==> config.mk <==
export PLATFORM = sky130hd
export DESIGN_NAME = fc_vector_streamer
export DESIGN_NICKNAME = d
export VERILOG_FILES = /design/src/rtl/fc_vector_streamer.sv
export SDC_FILE = /design/constraint.sdc
export NUM_CORES = 1
export LEC_CHECK = 0
export ABC_AREA = 1
export CELL_PAD_IN_SITES_DETAIL_PLACEMENT = 1
export CELL_PAD_IN_SITES_GLOBAL_PLACEMENT = 1
export CORE_MARGIN = 5
export CORE_UTILIZATION = 50
export DETAILED_ROUTE_END_ITERATION = 7
export PLACE_DENSITY = 0.78
export SYNTH_ARGS = -nofsm -noshare
export SYNTH_HDL_FRONTEND = slang
export SYNTH_SLANG_ARGS = --single-unit
==> constraint.sdc <==
create_clock -name clk -period 4.8 [get_ports clk]
set_input_delay 0.72 -clock clk [delete_from_list [all_inputs] [get_ports clk]]
set_output_delay 0.72 -clock clk [all_outputs]
set_load 0.02 [all_outputs]
==> src/rtl/fc_vector_streamer.sv <==
// fc_vector_streamer: buffers one flattened feature vector arriving from the
// last pooling stage (IN_CH words per beat) and replays it to the fully
// connected layer one word per cycle with valid/ready, index and last flag.
//
// state     | meaning
// ----------+----------------------------------------------------------
// ST_IDLE   | just out of reset, one cycle before accepting input
// ST_FILL   | in_ready high, collecting beats until VEC_LEN words held
// ST_STREAM | out_valid high, presenting buf[rd_ptr] until last handshake
module fc_vector_streamer #(
  parameter int DATA_WIDTH = 16,
  parameter int IN_CH      = 1,
  parameter int VEC_LEN    = 25,
  parameter int IDX_W      = (VEC_LEN > 1) ? $clog2(VEC_LEN) : 1
) (
  input  logic                        clk,
  input  logic                        rst_n,
  input  logic                        flush,
  input  logic                        in_valid,
  input  logic [DATA_WIDTH*IN_CH-1:0] in_data,
  output logic                        in_ready,
  output logic                        out_valid,
  output logic [DATA_WIDTH-1:0]       out_data,
  output logic [IDX_W-1:0]            out_index,
  output logic                        out_last,
  input  logic                        out_ready,
  output logic                        busy
);

  localparam int PTR_W = $clog2(VEC_LEN + 1);
  localparam logic [PTR_W-1:0] VEC_END  = PTR_W'(VEC_LEN);
  localparam logic [PTR_W-1:0] LAST_IDX = PTR_W'(VEC_LEN - 1);
  localparam logic [PTR_W-1:0] STEP     = PTR_W'(IN_CH);

  if (VEC_LEN % IN_CH != 0) begin : g_len_check
    $error("fc_vector_streamer: VEC_LEN must be a multiple of IN_CH");
  end

  typedef enum logic [1:0] {
    ST_IDLE   = 2'd0,
    ST_FILL   = 2'd1,
    ST_STREAM = 2'd2
  } state_t;

  state_t                 state_q, state_d;
  logic [PTR_W-1:0]       wr_ptr_q, wr_ptr_d;
  logic [PTR_W-1:0]       rd_ptr_q, rd_ptr_d;
  logic                   wr_en;
  logic                   in_fire;
  logic                   out_fire;
  logic [IDX_W-1:0]       wr_base;
  logic [DATA_WIDTH-1:0]  elem_d;
  logic [DATA_WIDTH-1:0]  vec_mem [VEC_LEN];

  assign wr_base  = wr_ptr_q[IDX_W-1:0];
  assign in_fire  = in_valid && in_ready;
  assign out_fire = out_valid && out_ready;

  // Next-state and pointer logic; flush overrides any handshake this cycle.
  always_comb begin
    state_d  = state_q;
    wr_ptr_d = wr_ptr_q;
    rd_ptr_d = rd_ptr_q;
    wr_en    = 1'b0;
    case (state_q)
      ST_IDLE: state_d = ST_FILL;
      ST_FILL: begin
        if (in_fire) begin
          wr_en    = 1'b1;
          wr_ptr_d = wr_ptr_q + STEP;
          if (wr_ptr_d == VEC_END) begin
            state_d  = ST_STREAM;
            rd_ptr_d = '0;
          end
        end
      end
      ST_STREAM: begin
        if (out_fire) begin
          if (rd_ptr_q == LAST_IDX) begin
            state_d  = ST_FILL;
            wr_ptr_d = '0;
            rd_ptr_d = '0;
          end else begin
            rd_ptr_d = rd_ptr_q + PTR_W'(1);
          end
        end
      end
      default: state_d = ST_IDLE;
    endcase
    if (flush && state_q != ST_IDLE) begin
      state_d  = ST_FILL;
      wr_ptr_d = '0;
      rd_ptr_d = '0;
      wr_en    = 1'b0;
    end
  end

  // Element for the next output register; bypasses the buffer when the word
  // is being written on this same edge (only when one beat fills the vector).
  always_comb begin
    elem_d = vec_mem[rd_ptr_d[IDX_W-1:0]];
    for (int k = 0; k < IN_CH; k++) begin
      if (wr_en && (wr_base + IDX_W'(k)) == rd_ptr_d[IDX_W-1:0]) begin
        elem_d = in_data[k*DATA_WIDTH +: DATA_WIDTH];
      end
    end
  end

  // Vector buffer write; contents need no reset.
  always_ff @(posedge clk) begin
    if (wr_en) begin
      for (int k = 0; k < IN_CH; k++) begin
        vec_mem[wr_base + IDX_W'(k)] <= in_data[k*DATA_WIDTH +: DATA_WIDTH];
      end
    end
  end

  // State, pointers and registered outputs derived from the next state.
  always_ff @(posedge clk or negedge rst_n) begin
    if (!rst_n) begin
      state_q   <= ST_IDLE;
      wr_ptr_q  <= '0;
      rd_ptr_q  <= '0;
      in_ready  <= 1'b0;
      out_valid <= 1'b0;
      out_data  <= '0;
      out_index <= '0;
      out_last  <= 1'b0;
      busy      <= 1'b0;
    end else begin
      state_q   <= state_d;
      wr_ptr_q  <= wr_ptr_d;
      rd_ptr_q  <= rd_ptr_d;
      in_ready  <= (state_d == ST_FILL);
      out_valid <= (state_d == ST_STREAM);
      out_data  <= (state_d == ST_STREAM) ? elem_d : '0;
      out_index <= (state_d == ST_STREAM) ? rd_ptr_d[IDX_W-1:0] : '0;
      out_last  <= (state_d == ST_STREAM) && (rd_ptr_d == LAST_IDX);
      busy      <= (state_d == ST_STREAM) || (state_d == ST_FILL && wr_ptr_d != '0);
    end
  end

endmodule

== Word-level counts from Yosys, hierarchy flattened ==
Memory sizes are Yosys's and may differ from the RTL's.
Index checks and enable logic that the tools add are counted.

* Register bits after elaboration: 37
* Bits in writable memories: 400
* Input port bits: 21
* Word-level logic and storage cells: 55
* Memories: 1

* $add $sub $neg: 2
* Equality and inequality tests: 8
* Mux-type cells: 25
* Reductions and logical operators: 10

{| class="wikitable"
|+ Memory list
! memory !! words !! width !! read ports !! clocked after Yosys merged registers in !! wr ports !! line !! text
|-
| vec_mem || 25 || 16 || 1 || 0 || 1 || 53 || <nowiki>logic [DATA_WIDTH-1:0] vec_mem [VEC_LEN];</nowiki>
|}

{| class="wikitable"
|+ Operators by type and width
! cell !! number
|-
| 2-to-1 mux 5 bit || 10
|-
| 2-to-1 mux 16 bit || 2
|-
| case mux 5 bit (2 select lines) || 2
|-
| equality test 5 bit, second input constant || 3
|-
| adder 5 x 1 -> 5 bit, second input constant || 2
|-
| 2-to-1 mux 2 bit || 5
|-
| logical AND 1 bit || 6
|-
| case mux 2 bit (3 select lines) || 1
|-
| equality test 5 bit || 1
|-
| 2-to-1 mux 1 bit || 5
|-
| nonzero test 5 bit || 1
|-
| equality test 2 x 1 -> 1 bit, second input constant || 2
|-
| equality test 2 bit, second input constant || 2
|-
| zero test 2 bit || 1
|-
| nonzero test 2 bit || 1
|-
| logical OR 1 bit || 1
|}

== Depth between registers and ports, before layout ==
* Depth in word-level cells: 10
* Gate-level depth with buffers: 21
* Depth with buffers taken out: 19

== Worst setup path after synthesis ==
No wires, ideal clock.

* Path type: register to register
* From: reg state_q[1]
* To: mem vec_mem[24][0] (enable)
* Setup time: 0.430 ns
* Data arrival time: 3.011 ns
* Data required time: 4.370 ns
* Setup slack: 1.358 ns
* Stages on the path, launching flop included: 8
* Buffers on the path: 1
* Cells stage by stage: dfrtp_1 -> inv_1 -> ha_1 -> buf_2 -> inv_1 -> nor3_1 -> nand2_1 -> nor4_1

* Word-level cells in the longest chain between the ends: 5

{| class="wikitable"
|+ RTL lines
! element !! line !! text
|-
| start, declared || 45 || <nowiki>state_t state_q, state_d;</nowiki>
|-
| start signal, assigned || 131 || <nowiki>state_q <= state_d;</nowiki>
|-
| equality test 2 x 1 -> 1 bit / nonzero test 2 bit (equally long branches) || 65, 90 ||
|-
| 2-to-1 mux 1 bit / logical AND 1 bit (equally long branches) || 65, 90 ||
|-
| 2-to-1 mux 1 bit (*) || 90 || <nowiki>if (flush && state_q != ST_IDLE) begin</nowiki>
|-
| 2-to-1 mux 1 bit (*) || 111 || <nowiki>if (wr_en) begin</nowiki>
|-
| 2-to-1 mux 1 bit (not written as such) (*) || 113 || <nowiki>vec_mem[wr_base + IDX_W'(k)] <= in_data[k*DATA_WIDTH +: DATA_WIDTH];</nowiki>
|-
| end, declared || 53 ||
|}

Mark *: on every way between the ends. The rest lies on a longest branch, timed or not.

== Final worst setup path ==
* From: reg wr_ptr_q[0], in the netlist wr_base[0]
* To: reg out_data[4]

* Word-level cells in the longest chain between the ends: 10

{| class="wikitable"
|+ RTL lines
! element !! line !! text
|-
| start, declared || 46 || <nowiki>logic [PTR_W-1:0] wr_ptr_q, wr_ptr_d;</nowiki>
|-
| start signal, assigned || 132 || <nowiki>wr_ptr_q <= wr_ptr_d;</nowiki>
|-
| parallel branches: the longest is 9 deep, another holds memory (25 x 16 bit) || -- ||
|-
| 2-to-1 mux 16 bit (*) || 136 || <nowiki>out_data <= (state_d == ST_STREAM) ? elem_d : '0;</nowiki>
|-
| end signal, assigned || 136 ||
|-
| end, declared || 23 || <nowiki>output logic [DATA_WIDTH-1:0] out_data,</nowiki>
|}

Mark *: on every way between the ends.

==> flow_summary_export.csv <==
group,metric,value,unit
critical_path,delay_heaviest_family_cp,"simple AND/OR/NAND/NOR gates",
sta,finalSetupViolations,0,
critical_path,crit_path_max_fanout,181,
pwr,power.clock.fraction,0.383,
yosys,number_of_flops_mapped_to_enable_cells_by_yosys,400,
yosys,yosysTopAreaCellShare,0.627,
sta,finalClockSkew,0.0125,ns
job,cap_viol_max_count,0,
clocking,cts.reportedPaths.clkPinSlew,0.06,ns
clocking,cts_tree,"yes",
pwr,pwr_density_cell,406,nW/µm²
yosys,synth_most_common_cell,"sky130_fd_sc_hd__nand3_1",
clocking,cts.repair_timing.setup_buffer_count,0,
grt,grt_pass1_vias,14700,
yosys,yosysWarnings,0,
critical_path,r2r_start,"wr_base[0]$_DFF_PN0_",
yosys,cell_types_with_the_largest_area_share_after_synthesis,"sky130_fd_sc_hd__edfxtp_1 63%, sky130_fd_sc_hd__nand3_1 11%, sky130_fd_sc_hd__nand2_1 7.8%",
floorplan,chipWidth,206,µm
sta,rsz_0062_raised_after_global_routing,"no",
floorplan,fp.dieH,206,µm
detailed_routing,drtAntennaViolNets,0,
placed_design,dp_hpwl,34400,µm
run_status,run_status,"completed",
yosys,ys_dominant_reg_cell,"sky130_fd_sc_hd__edfxtp_1",
sta,fmax,283,MHz
pwr,comb_power_share,0.135,
floorplan,num_ports,46,
critical_path,setup.worst_path.class,"reg -> reg",
detailed_routing,post-route-drc-count,0,
grt,grt_use_total,0.278,
yosys,syn-instance-count,1809,
clocking,cts_repair_resize_count,0,
pwr,power.switching,2.38,mW
sta,finalWorstSetupSlack,1.26,ns
sta,finalCritPeriodShare,0.737,
yosys,synth.avg_cell_area,10.6,µm²
placed_design,number_of_placed_instances_taps_included,2320,
yosys,synthesis.nets,1841,
critical_path,setup.worst_path.end_class,"flip-flop",
detailed_routing,total_vias_in_the_final_route,13900,
yosys,synth_commonest_cells,"427 x sky130_fd_sc_hd__nand3_1, 400 x sky130_fd_sc_hd__edfxtp_1, 397 x sky130_fd_sc_hd__nand2_1",
floorplan,initial_utilization,0.507,
grt,initial_antenna_violation_count,0,
sta,relSlewSlack,0.137,
yosys,post-synth-top-area-cell,"sky130_fd_sc_hd__edfxtp_1",
critical_path,r2r_slack,1.26,ns
hold_path,hp-class,"in -> async",
pwr,irDropWorstVdd,0.000262,V
pwr,totalPowerFinal,8.80,mW
critical_path,ff2ff_path_depth,17,
yosys,ys_types,36,
sta,fin_worst_hold_slack,0.266,ns
clocking,holdBufCountCts,0,
critical_path,required,5.30,ns
yosys,async_reset_ff_frac,0.0847,
grt,grt_overflow_total,0,
layout,antenna_cells,0,
detailed_routing,avg_vias_per_cell,5.80,
clocking,clk_path_buf_depth,3,
sta,fin_tns_setup,0,ns
critical_path,regToRegEndpoint,"out_data[4]$_DFF_PN0_",
clocking,cts-buffers-inserted,46,
layout,design_area,21700,µm²
detailed_routing,totalWireLength,58000,µm
critical_path,cp.buffers_inverters,2,
yosys,ys_ff_latch,437,
sta,finalHoldViolCount,0,
layout,post_route_cells_drive_above_1_share,0.0779,
pwr,netSwitchingFraction,0.270,
placed_design,worst_setup_slack_before_clock_tree_synthesis,0.812,ns
layout,area_growth_syn_to_layout,13.3,%
critical_path,critical_path.cell_chain,"ha_1 -> nand3_1 -> inv_1 -> nand2_1 -> nand2_1 -> nand3_2 -> nand2_1 -> nand2_4 -> buf_12 -> nand3_1 -> nand3_1 -> nand2_1 -> nand2_1 -> nand3_1 -> nor2_1 -> nor2_1 -> nor2_1",
grt,grt_start_max_net_pins,182,
clocking,cts_htree_levels,2,
critical_path,start_kind,"flip-flop",
layout,post-route-util,0.575,
clocking,worst_skew_pair.late_latency,0.57,ns
detailed_routing,drt_pre_antenna_iters,5,
clocking,numClockSinks,437,
grt,global_route_wire_length_before_repair,88500,µm
placed_design,dpl-instance-area,20300,µm²
critical_path,timing.critical_path.slowest_cell_delay,0.46,ns
pwr,cellInternalPower,6.42,mW
clocking,cts_root_buffer,"sky130_fd_sc_hd__clkbuf_16",
critical_path,crit_path_frequent_cell,"sky130_fd_sc_hd__nand2_1",
floorplan,die-area,42300,µm²
detailed_routing,wire_per_inst,24.2,µm
pwr,p_leak,8.84,nW
layout,layoutNonFillerInstCount,2399,
sta,timing_max_transition_violations_final,0,
pwr,p_seq_frac,0.481,
yosys,synth.cell_area,19200,µm²
sta,finalWorstPathRequiredPeriod,3.54,ns
critical_path,crit_slowest_cell,"sky130_fd_sc_hd__dfrtp_1",
placed_design,port_buffers,45,
sta,worst-slew-pin-transition,1.29,ns
layout,final_nets,1889,
floorplan,core_region_area,37800,µm²
detailed_routing,drt_iter0_markers,1320,
placed_design,gp_congestion,0.863,
floorplan,floorplan.rows,71,
yosys,seq_area_frac_synth,0.675,
critical_path,arrival,4.04,ns
[placed cells by master, fill, tap and decap left out, types with 13 or more instances in the layout]
cell type                         instances
sky130_fd_sc_hd__edfxtp_1               400
sky130_fd_sc_hd__clkdlybuf4s50_1         44
sky130_fd_sc_hd__dfrtp_1                 37
sky130_fd_sc_hd__o21ai_0                 28
sky130_fd_sc_hd__nand2_1                395
sky130_fd_sc_hd__nand3_1                427
sky130_fd_sc_hd__nand3b_1                31
sky130_fd_sc_hd__nor2_1                 123
sky130_fd_sc_hd__a21oi_1                 13
sky130_fd_sc_hd__buf_4                   53
sky130_fd_sc_hd__clkbuf_16               47
sky130_fd_sc_hd__inv_1                  186
[power groups by stage]
| stage | Combinational, mW | Sequential (mW) | Clock [mW] |
|---|---|---|---|
| 2_1_floorplan | 0.745 | 4.32 | 0 |
| 3_3_place_gp | 1.13 | 4.31 | 0 |
| 3_5_place_dp | 1.17 | 4.31 | 0 |
| 4_1_cts | 1.18 | 4.24 | 3.42 |
| 5_1_grt | 1.29 | 4.24 | 3.60 |
| 6_report | 1.19 | 4.24 | 3.37 |
[layout make-up]
cell class / instances / area [µm²]
clock buffers: 61 / 1250
repair buffers: 104 / 963
multi-input cells: 1076 / 5050
fillers: 3976 / 16100
clock inverters: 18 / 141
well taps: 511 / 639
inverters: 192 / 721
flip-flops and latches: 437 / 12900
[metal layers]
metal / GRT usage / vias up / routed length [µm]
met1: 0.388 / 7045 / 24200
li1: - / 6218 / -
met2: 0.448 / 561 / 27600
met3: 0.0517 / 100 / 4550
met4: 0.0842 / 0 / 1650
met5: 0 / - / 0
[cells by family after synthesis]
group                    after synthesis  synth area share
AND/OR/NAND/NOR                     1004             0.235
flip-flops                           437             0.675
buffers and inverters                296            0.0645
AO/OA/AOI/OAI                         56            0.0157
adder cells (fa/ha/maj)               11           0.00719
XOR/XNOR                               5           0.00229
[registers in the layout, indices dropped and copies added, names as in the netlist]
register   flops
vec_mem      400
state_q        2
out_valid      1
out_index      5
in_ready       1
wr_base        5
out_data      16
busy           1
out_last       1
rd_ptr_q       5
[worst max path at each step]
stage                               startpoint  cells after the start                       end  slack [ns]
after floorplan           state_q[1]$_DFF_PN0_                      7  vec_mem[24][0]$_DFFE_PP_        1.36
after global placement                in_valid                     16     out_data[9]$_DFF_PN0_        0.99
after detailed placement              in_valid                     16    out_data[11]$_DFF_PN0_        0.81
after CTS                             in_valid                     16    out_data[11]$_DFF_PN0_        1.34
after global routing      wr_base[1]$_DFF_PN0_                     16     out_data[9]$_DFF_PN0_        0.94
final                     wr_base[0]$_DFF_PN0_                     17     out_data[4]$_DFF_PN0_        1.26
Power figures use the tool's default switching activity.
